==> src/rtl/rv_pipe_fifo.sv <==
// ---------------------------------------------------------------------------
// rv_pipe_fifo
//   Parametrised ready/valid buffer stage. It decouples a producer from a
//   consumer with a DEPTH-entry circular buffer. The minimum latency is one
//   cycle, and there is no same-cycle bypass when the buffer is empty.
//
// Parameters
//   DATA_W          payload width in bits
//   DEPTH           number of storage entries (>= 1, any value)
//   PASSTHRU_READY  1: in_ready = !flush && (!full || out_ready)
//                   0: in_ready = !flush && !full (no comb path from out_ready)
//   AF_THRESH       almost_full asserts when count >= AF_THRESH (1..DEPTH)
//
// Ports
//   clk          clock, rising edge
//   rst_n        asynchronous active-low reset; clears pointers, count, storage
//   flush        synchronous discard of all stored entries
//   in_valid     producer has data
//   in_data      producer payload
//   in_ready     block accepts in_data this cycle
//   out_valid    head entry is valid
//   out_data     head-of-queue payload, read directly from storage
//   out_ready    consumer accepts out_data this cycle
//   count        current occupancy
//   almost_full  count >= AF_THRESH
// ---------------------------------------------------------------------------
module rv_pipe_fifo #(
    parameter int DATA_W         = 32,
    parameter int DEPTH          = 4,
    parameter int PASSTHRU_READY = 1,
    parameter int AF_THRESH      = DEPTH - 1
) (
    input  logic                       clk,
    input  logic                       rst_n,
    input  logic                       flush,
    input  logic                       in_valid,
    input  logic [DATA_W-1:0]          in_data,
    output logic                       in_ready,
    output logic                       out_valid,
    output logic [DATA_W-1:0]          out_data,
    input  logic                       out_ready,
    output logic [$clog2(DEPTH+1)-1:0] count,
    output logic                       almost_full
);

    localparam int CNT_W = $clog2(DEPTH + 1);
    localparam int PTR_W = (DEPTH > 1) ? $clog2(DEPTH) : 1;

    localparam logic [CNT_W-1:0] FULL_CNT = CNT_W'(DEPTH);
    localparam logic [CNT_W-1:0] AF_CNT   = CNT_W'(AF_THRESH);
    localparam logic [PTR_W-1:0] LAST_PTR = PTR_W'(DEPTH - 1);

    logic [DATA_W-1:0] r_mem [DEPTH];
    logic [PTR_W-1:0]  r_wr_ptr;
    logic [PTR_W-1:0]  r_rd_ptr;
    logic [CNT_W-1:0]  r_count;

    logic w_full;
    logic w_empty;
    logic w_push;
    logic w_pop;

    // DEPTH need not be a power of two, so wrap explicitly rather than
    // relying on pointer overflow.
    function automatic logic [PTR_W-1:0] next_ptr(input logic [PTR_W-1:0] p);
        return (p == LAST_PTR) ? '0 : p + PTR_W'(1);
    endfunction

    assign w_full  = (r_count == FULL_CNT);
    assign w_empty = (r_count == '0);

    // Flush forces both handshakes low, so flush always takes priority
    // over any transfer in the same cycle.
    generate
        if (PASSTHRU_READY != 0) begin : g_ready_pass
            assign in_ready = !flush && (!w_full || out_ready);
        end else begin : g_ready_reg
            assign in_ready = !flush && !w_full;
        end
    endgenerate

    assign out_valid   = !w_empty && !flush;
    assign out_data    = r_mem[r_rd_ptr];
    assign count       = r_count;
    assign almost_full = (r_count >= AF_CNT);

    assign w_push = in_valid && in_ready;
    assign w_pop  = out_valid && out_ready;

    // Pointer and occupancy state.
    always_ff @(posedge clk or negedge rst_n) begin
        if (!rst_n) begin
            r_wr_ptr <= '0;
            r_rd_ptr <= '0;
            r_count  <= '0;
        end else if (flush) begin
            r_wr_ptr <= '0;
            r_rd_ptr <= '0;
            r_count  <= '0;
        end else begin
            if (w_push) begin
                r_wr_ptr <= next_ptr(r_wr_ptr);
            end
            if (w_pop) begin
                r_rd_ptr <= next_ptr(r_rd_ptr);
            end
            // A simultaneous push and pop leaves the count unchanged,
            // including at full when the pass-through ready mode is used.
            case ({w_push, w_pop})
                2'b10:   r_count <= r_count + CNT_W'(1);
                2'b01:   r_count <= r_count - CNT_W'(1);
                default: r_count <= r_count;
            endcase
        end
    end

    // Storage is cleared on reset so out_data reads 0 until the first write.
    always_ff @(posedge clk or negedge rst_n) begin
        if (!rst_n) begin
            for (int i = 0; i < DEPTH; i++) begin
                r_mem[i] <= '0;
            end
        end else if (w_push) begin
            r_mem[r_wr_ptr] <= in_data;
        end
    end

endmodule

==> config.mk <==
export PLATFORM = sky130hd
export DESIGN_NAME = rv_pipe_fifo
export DESIGN_NICKNAME = d
export VERILOG_FILES = /design/src/rtl/rv_pipe_fifo.sv
export SDC_FILE = /design/constraint.sdc
export NUM_CORES = 1
export LEC_CHECK = 0
export BUFFER_PORTS_ARGS = -buffer_cell sky130_fd_sc_hd__buf_2
export CORE_MARGIN = 2
export CORE_UTILIZATION = 35
export DETAILED_ROUTE_END_ITERATION = 6
export RECOVER_POWER = 50
export SLEW_MARGIN = 10
export SYNTH_ARGS = -nofsm -noshare
export SYNTH_HDL_FRONTEND = slang
export SYNTH_SLANG_ARGS = --single-unit
==> constraint.sdc <==
create_clock -name clk -period 4.8 [get_ports clk]
set_clock_uncertainty 0.15 [all_clocks]
set_input_delay 0.72 -clock clk [delete_from_list [all_inputs] [get_ports clk]]
set_output_delay 0.72 -clock clk [all_outputs]
set_load 0.02 [all_outputs]
Yosys cells after proc, flatten, opt, wreduce, memory -nomap -nowiden
Cells that the tools add are included.
{ "totals": {"ff_bits": 135, "output_inout_bits": 38} }
{ "op_classes": {"n_mux": 14, "n_reduce_logical": 13, "n_bitwise": 2, "order_cmp": 4, "addsub": 4, "n_eq_ne": 5} }
{ "op_table": {"columns": ["cell", "n"], "rows": [
  ["$bwmux 128", 1],
  ["$mux 32", 3],
  ["$bmux 32 s2", 1],
  ["$demux 32 s2", 1],
  ["$mux 2", 6],
  ["$eq 2x2->1 const B", 3],
  ["$ge 3x3->1 const B", 2],
  ["$not 2->3", 2],
  ["$pmux 3 s2", 1],
  ["$logic_and 1x1->1", 5],
  ["$add 2x1->2 const B", 2],
  ["$reduce_bool 2->1", 2],
  ["$add 3x1->3 const B", 1],
  ["$eq 3x3->1 const B", 1],
  ["$ge 3x2->1 const B", 1],
  ["$logic_not 1->1", 3],
  ["$logic_not 3->1", 1],
  ["$lt 3x1->1 const B", 1],
  ["$mux 3", 1],
  ["$reduce_bool 3->1", 1],
  ["$sub 3x1->3 const B", 1],
  ["$eq 2x1->1 const B", 1],
  ["$logic_or 1x1->1", 1]
]} }

Longest topological paths before layout
{ "logic_depth": {"word_depth": 8, "ltp_mapped": 10, "ltp_nobuf": 8} }

Least setup slack after synthesis
Ideal clock, no wire load.
{ "synth_path": {"path_kind": "input -> register", "start": "input out_ready", "end": "register r_count[2] (netlist: count[2])", "cell_stages": 9, "t_arrival_ns": 2.502, "path_buffers": 2, "slack_ns": 2.023, "setup_time_ns": 0.125, "path_cell_list": "buf_2 -> nor4b_2 -> nor3b_2 -> buf_6 -> and2b_2 -> fa_1 -> o221a_2 -> a31oi_1 -> a21oi_1"} }
{ "synth_via": {"elab_chain_cells": 6, "word_cells_on_any_way": 9} }
{ "synth_lines": {"columns": ["item", "line", "rtl"], "rows": [
  ["start, declared", "41", "input logic out_ready,"],
  ["$logic_or 1x1->1", "76", "assign in_ready = !flush && (!w_full || out_ready);"],
  ["$logic_and 1x1->1", "76", null],
  ["$logic_and 1x1->1", "87", "assign w_push = in_valid && in_ready;"],
  ["$eq 2x1->1 or $eq 2x2->1 (tied branches)", "109", "case ({w_push, w_pop})"],
  ["$pmux 3 s2", "109", null],
  ["$mux 3", "96", "end else if (flush) begin"],
  ["end signal, assigned", "110", "2'b10: r_count <= r_count + CNT_W'(1);"],
  ["end signal, assigned", "111", "2'b01: r_count <= r_count - CNT_W'(1);"],
  ["end signal, assigned", "112", "default: r_count <= r_count;"],
  ["end, declared", "56", "logic [CNT_W-1:0] r_count;"]
]} }
Parallel ways exist; a longest one is shown, timed or not.
A chain may end at the register's enable or synchronous reset.

Final worst setup path
{ "layout_path": {"start": "register r_rd_ptr[0]", "end": "output out_data[28]"} }
{ "layout_via": {"elab_chain_cells": 4} }
{ "layout_lines": {"columns": ["item", "line", "rtl"], "rows": [
  ["start, declared", "55", "logic [PTR_W-1:0] r_rd_ptr;"],
  ["start signal, assigned", "105", "r_rd_ptr <= next_ptr(r_rd_ptr);"],
  ["$not 2->3 (implied by the code)", "83", "assign out_data = r_mem[r_rd_ptr];"],
  ["$bmux 32 s2", "83", null],
  ["$mux 32 (implied by the code) (2 in series)", "83", null],
  ["end, declared", "40", "output logic [DATA_W-1:0] out_data,"]
]} }
No other way between the ends. The select of a mux whose other input is x is not followed.

==> results.tsv <==
stage	metric	value	unit
die	start_util	35.4	%
synthesis	synth_top_area_cell	dfrtp_1	
power	leakage	0.00355	uW
cells_and_area	utilization	40.2	%
critical_path	cp_slowest_stage_delay	1140	ps
die	die_area	0.0198	sq mm
drt	first_pass_iters	4	
synthesis	ys_warn_count	0	
grt	grt_max_degree	98	
synthesis	syn_inst	369	
drt	wirelength	12700	um
clock_tree	cts_resized	0	
critical_path	endpoint_kind	output port	
die	rows	50	
place	place_area	0.00698	sq mm
cells_and_area	finalInstanceArea	0.00745	sq mm
grt	grt_pass1_vias	3870	
sta	period_minus_slack	3710	ps
clock_tree	clockRootBuffer	clkbuf_16	
clock_tree	cts_tree	yes	
sta	tns	0	ps
synthesis	synth_area_leaders	dfrtp_1, mux2_4, mux4_2	
cells_and_area	instances_no_fill	686	
cells_and_area	drive_above_1_share	57.9	%
cells_and_area	nets	485	
place	gp_congestion	0.707	
drt	drc	0	
die	pin_count	75	
critical_path	regToRegSetupSlack	1580	ps
critical_path	startpoint	r_rd_ptr[0]	
clock_tree	holdBufCountCts	0	
critical_path	cp-start-kind	register	
die	die_w	141	um
sta	max_freq	269	MHz
place	io_buffers	74	
critical_path	crit_slowest_cell	dfrtp_1	
clock_tree	cts_setup_buffers	0	
sta	slew_headroom	-57.5	%
run	cap_viol_max_count	1	
critical_path	crit_chain	buf_4, mux4_2, buf_2	
synthesis	synth_cell_types	33	
sta	rsz0062_at_grt	no	
synthesis	syn_avg_cell_area	17.7	sq um
die	die_y	141	um
synthesis	netlist_area	0.00655	sq mm
grt	grt-ovfl-total	0	
drt	routedWlPerCell	18.5	um
clock_tree	htreeDepth	4	
critical_path	worstPathArrival	2840	ps
drt	detail_route.vias_per_cell	4.96	
min_path	min_from	r_mem[1]	
drt	drt_iter0_drc	180	
critical_path	path_class	reg2out	
power	peakVddDrop	0.224	mV
cells_and_area	final_cell_mix	dfrtp_1, mux2_4, buf_2	
die	core_area	0.0185	sq mm
clock_tree	ctsLongestPathBuffers	2	
synthesis	synth_nets	412	
grt	antenna_found_initial	1	
critical_path	cp_top_family	flip-flops	
power	power_density	575	mW/mm^2
clock_tree	numCtsBuffers	17	
critical_path	cp_max_fo	18	
grt	grt_pass1_wl	21600	um
sta	drv_slew	98	
status	status	complete, but fails checks	
min_path	worstHoldPathType	reg2reg	
clock_tree	path_clk_slew	50	ps
cells_and_area	final_common_cell	dfrtp_1	
critical_path	worst_ep_required_time	3930	ps
place	dp_hpwl	7750	um
synthesis	ys_ff_latch	135	
status	violations	max-capacitance violations, max-slew violations	
place	place_inst	657	
clock_tree	clkLatencyLatePin	410	ps
drt	vias	3402	
sta	worstMarginPinSlew	2360	ps
synthesis	synth_seq_area_share	51.6	%
cells_and_area	area_growth	13.8	%
sta	hold_viol_final	0	
synthesis	yosysTopAreaCellShare	51.6	%
critical_path	r2r-start	count[1]	
drt	antenna_left	0	
sta	finalCritPeriodShare	77.4	%
critical_path	critical_path_buf_inv_count	2	
cells_and_area	fillers	1699	
clock_tree	clock-sinks	135	
sta	finalSetupViolCount	0	
grt	grt_usage	14.1	%
routing by layer:
metal | up-vias | global-route usage [%] | share of wire (%)
li1 | 1509 | - | -
met1 | 1789 | 19.1 | 47
met2 | 80 | 21.4 | 47
met3 | 24 | 4.11 | 4.4
met4 | 0 | 5.47 | 1.8
met5 | - | 0 | 0
final cells by class:
| type | instances | area (sq um) | area share, % |
|---|---|---|---|
| multi-input cells | 208 | 2870 | 38.5 |
| diodes | 1 | 2.50 | 0.0336 |
| well taps | 234 | 293 | 3.93 |
| clock buffers | 24 | 492 | 6.60 |
| inverters | 3 | 11.3 | 0.151 |
| clock inverters | 4 | 22.5 | 0.302 |
| repair buffers | 77 | 382 | 5.12 |
| flip-flops and latches | 135 | 3380 | 45.4 |
Yosys cell counts, drive strengths merged:
master  instances
o31ai           2
ha              5
clkbuf          4
nand2           9
mux4           32
and2b           1
a32o            1
a31oi           1
mux2i           1
o21bai          1
nand2b          1
a21o            1
nor3            2
nor4b           1
nor2            9
mux2          128
and2            1
fa              1
inv             3
nor3b           2
a21oi           2
dfrtp         135
xor2            2
xnor2           1
o221a           1
a2111o          1
o21ai           2
buf            19
power by group:
part	switching, uW	internal, uW	leakage (uW)
combinational	490	799	0.00162
clock	444	700	0.000254
sequential	264	1590	0.00168
total	1200	3080	0.00355
kinds of logic (layout without fill, tap and decap cells):
family,after synthesis,after routing,synth area share (%)
and+or+nand+nor,26,26,2.87
DFF,135,135,51.6
xor gates and xnor gates,3,3,0.401
adders and majority gates,6,6,1.26
other,0,1,0
AOI/OAI and AO/OA,12,12,1.40
buffers and inverters,26,108,4.13
muxes,161,161,38.3
worst paths after layout:
check                          endpoint  cells past startpoint
setup / recovery           out_data[28]                      3
hold / removal                 r_mem[1]                      1
setup reg to reg             r_mem[103]                      5
hold reg to reg                r_mem[1]                      1
max in group asynchronous     r_mem[82]                      2
min in group asynchronous     r_mem[73]                      1
flip-flops by register name, summed over array words and instances (netlist names):
register,count
count,3
r_mem,128
r_rd_ptr,2
r_wr_ptr,2
through the flow:
| stage | worst slack [ps] | power, uW | hold slack [ps] |
|---|---|---|---|
| 6_report | 1090 | 4280 | 339 |
| 5_1_grt | 786 | 4530 | 361 |
| 4_1_cts | 1370 | 4360 | 272 |
| 3_5_place_dp | 1820 | 3190 | 339 |
| 3_3_place_gp | 1820 | 3140 | 334 |
| 2_1_floorplan | 2020 | 2850 | 274 |
Note: power is estimated with default switching activity, not from simulation.
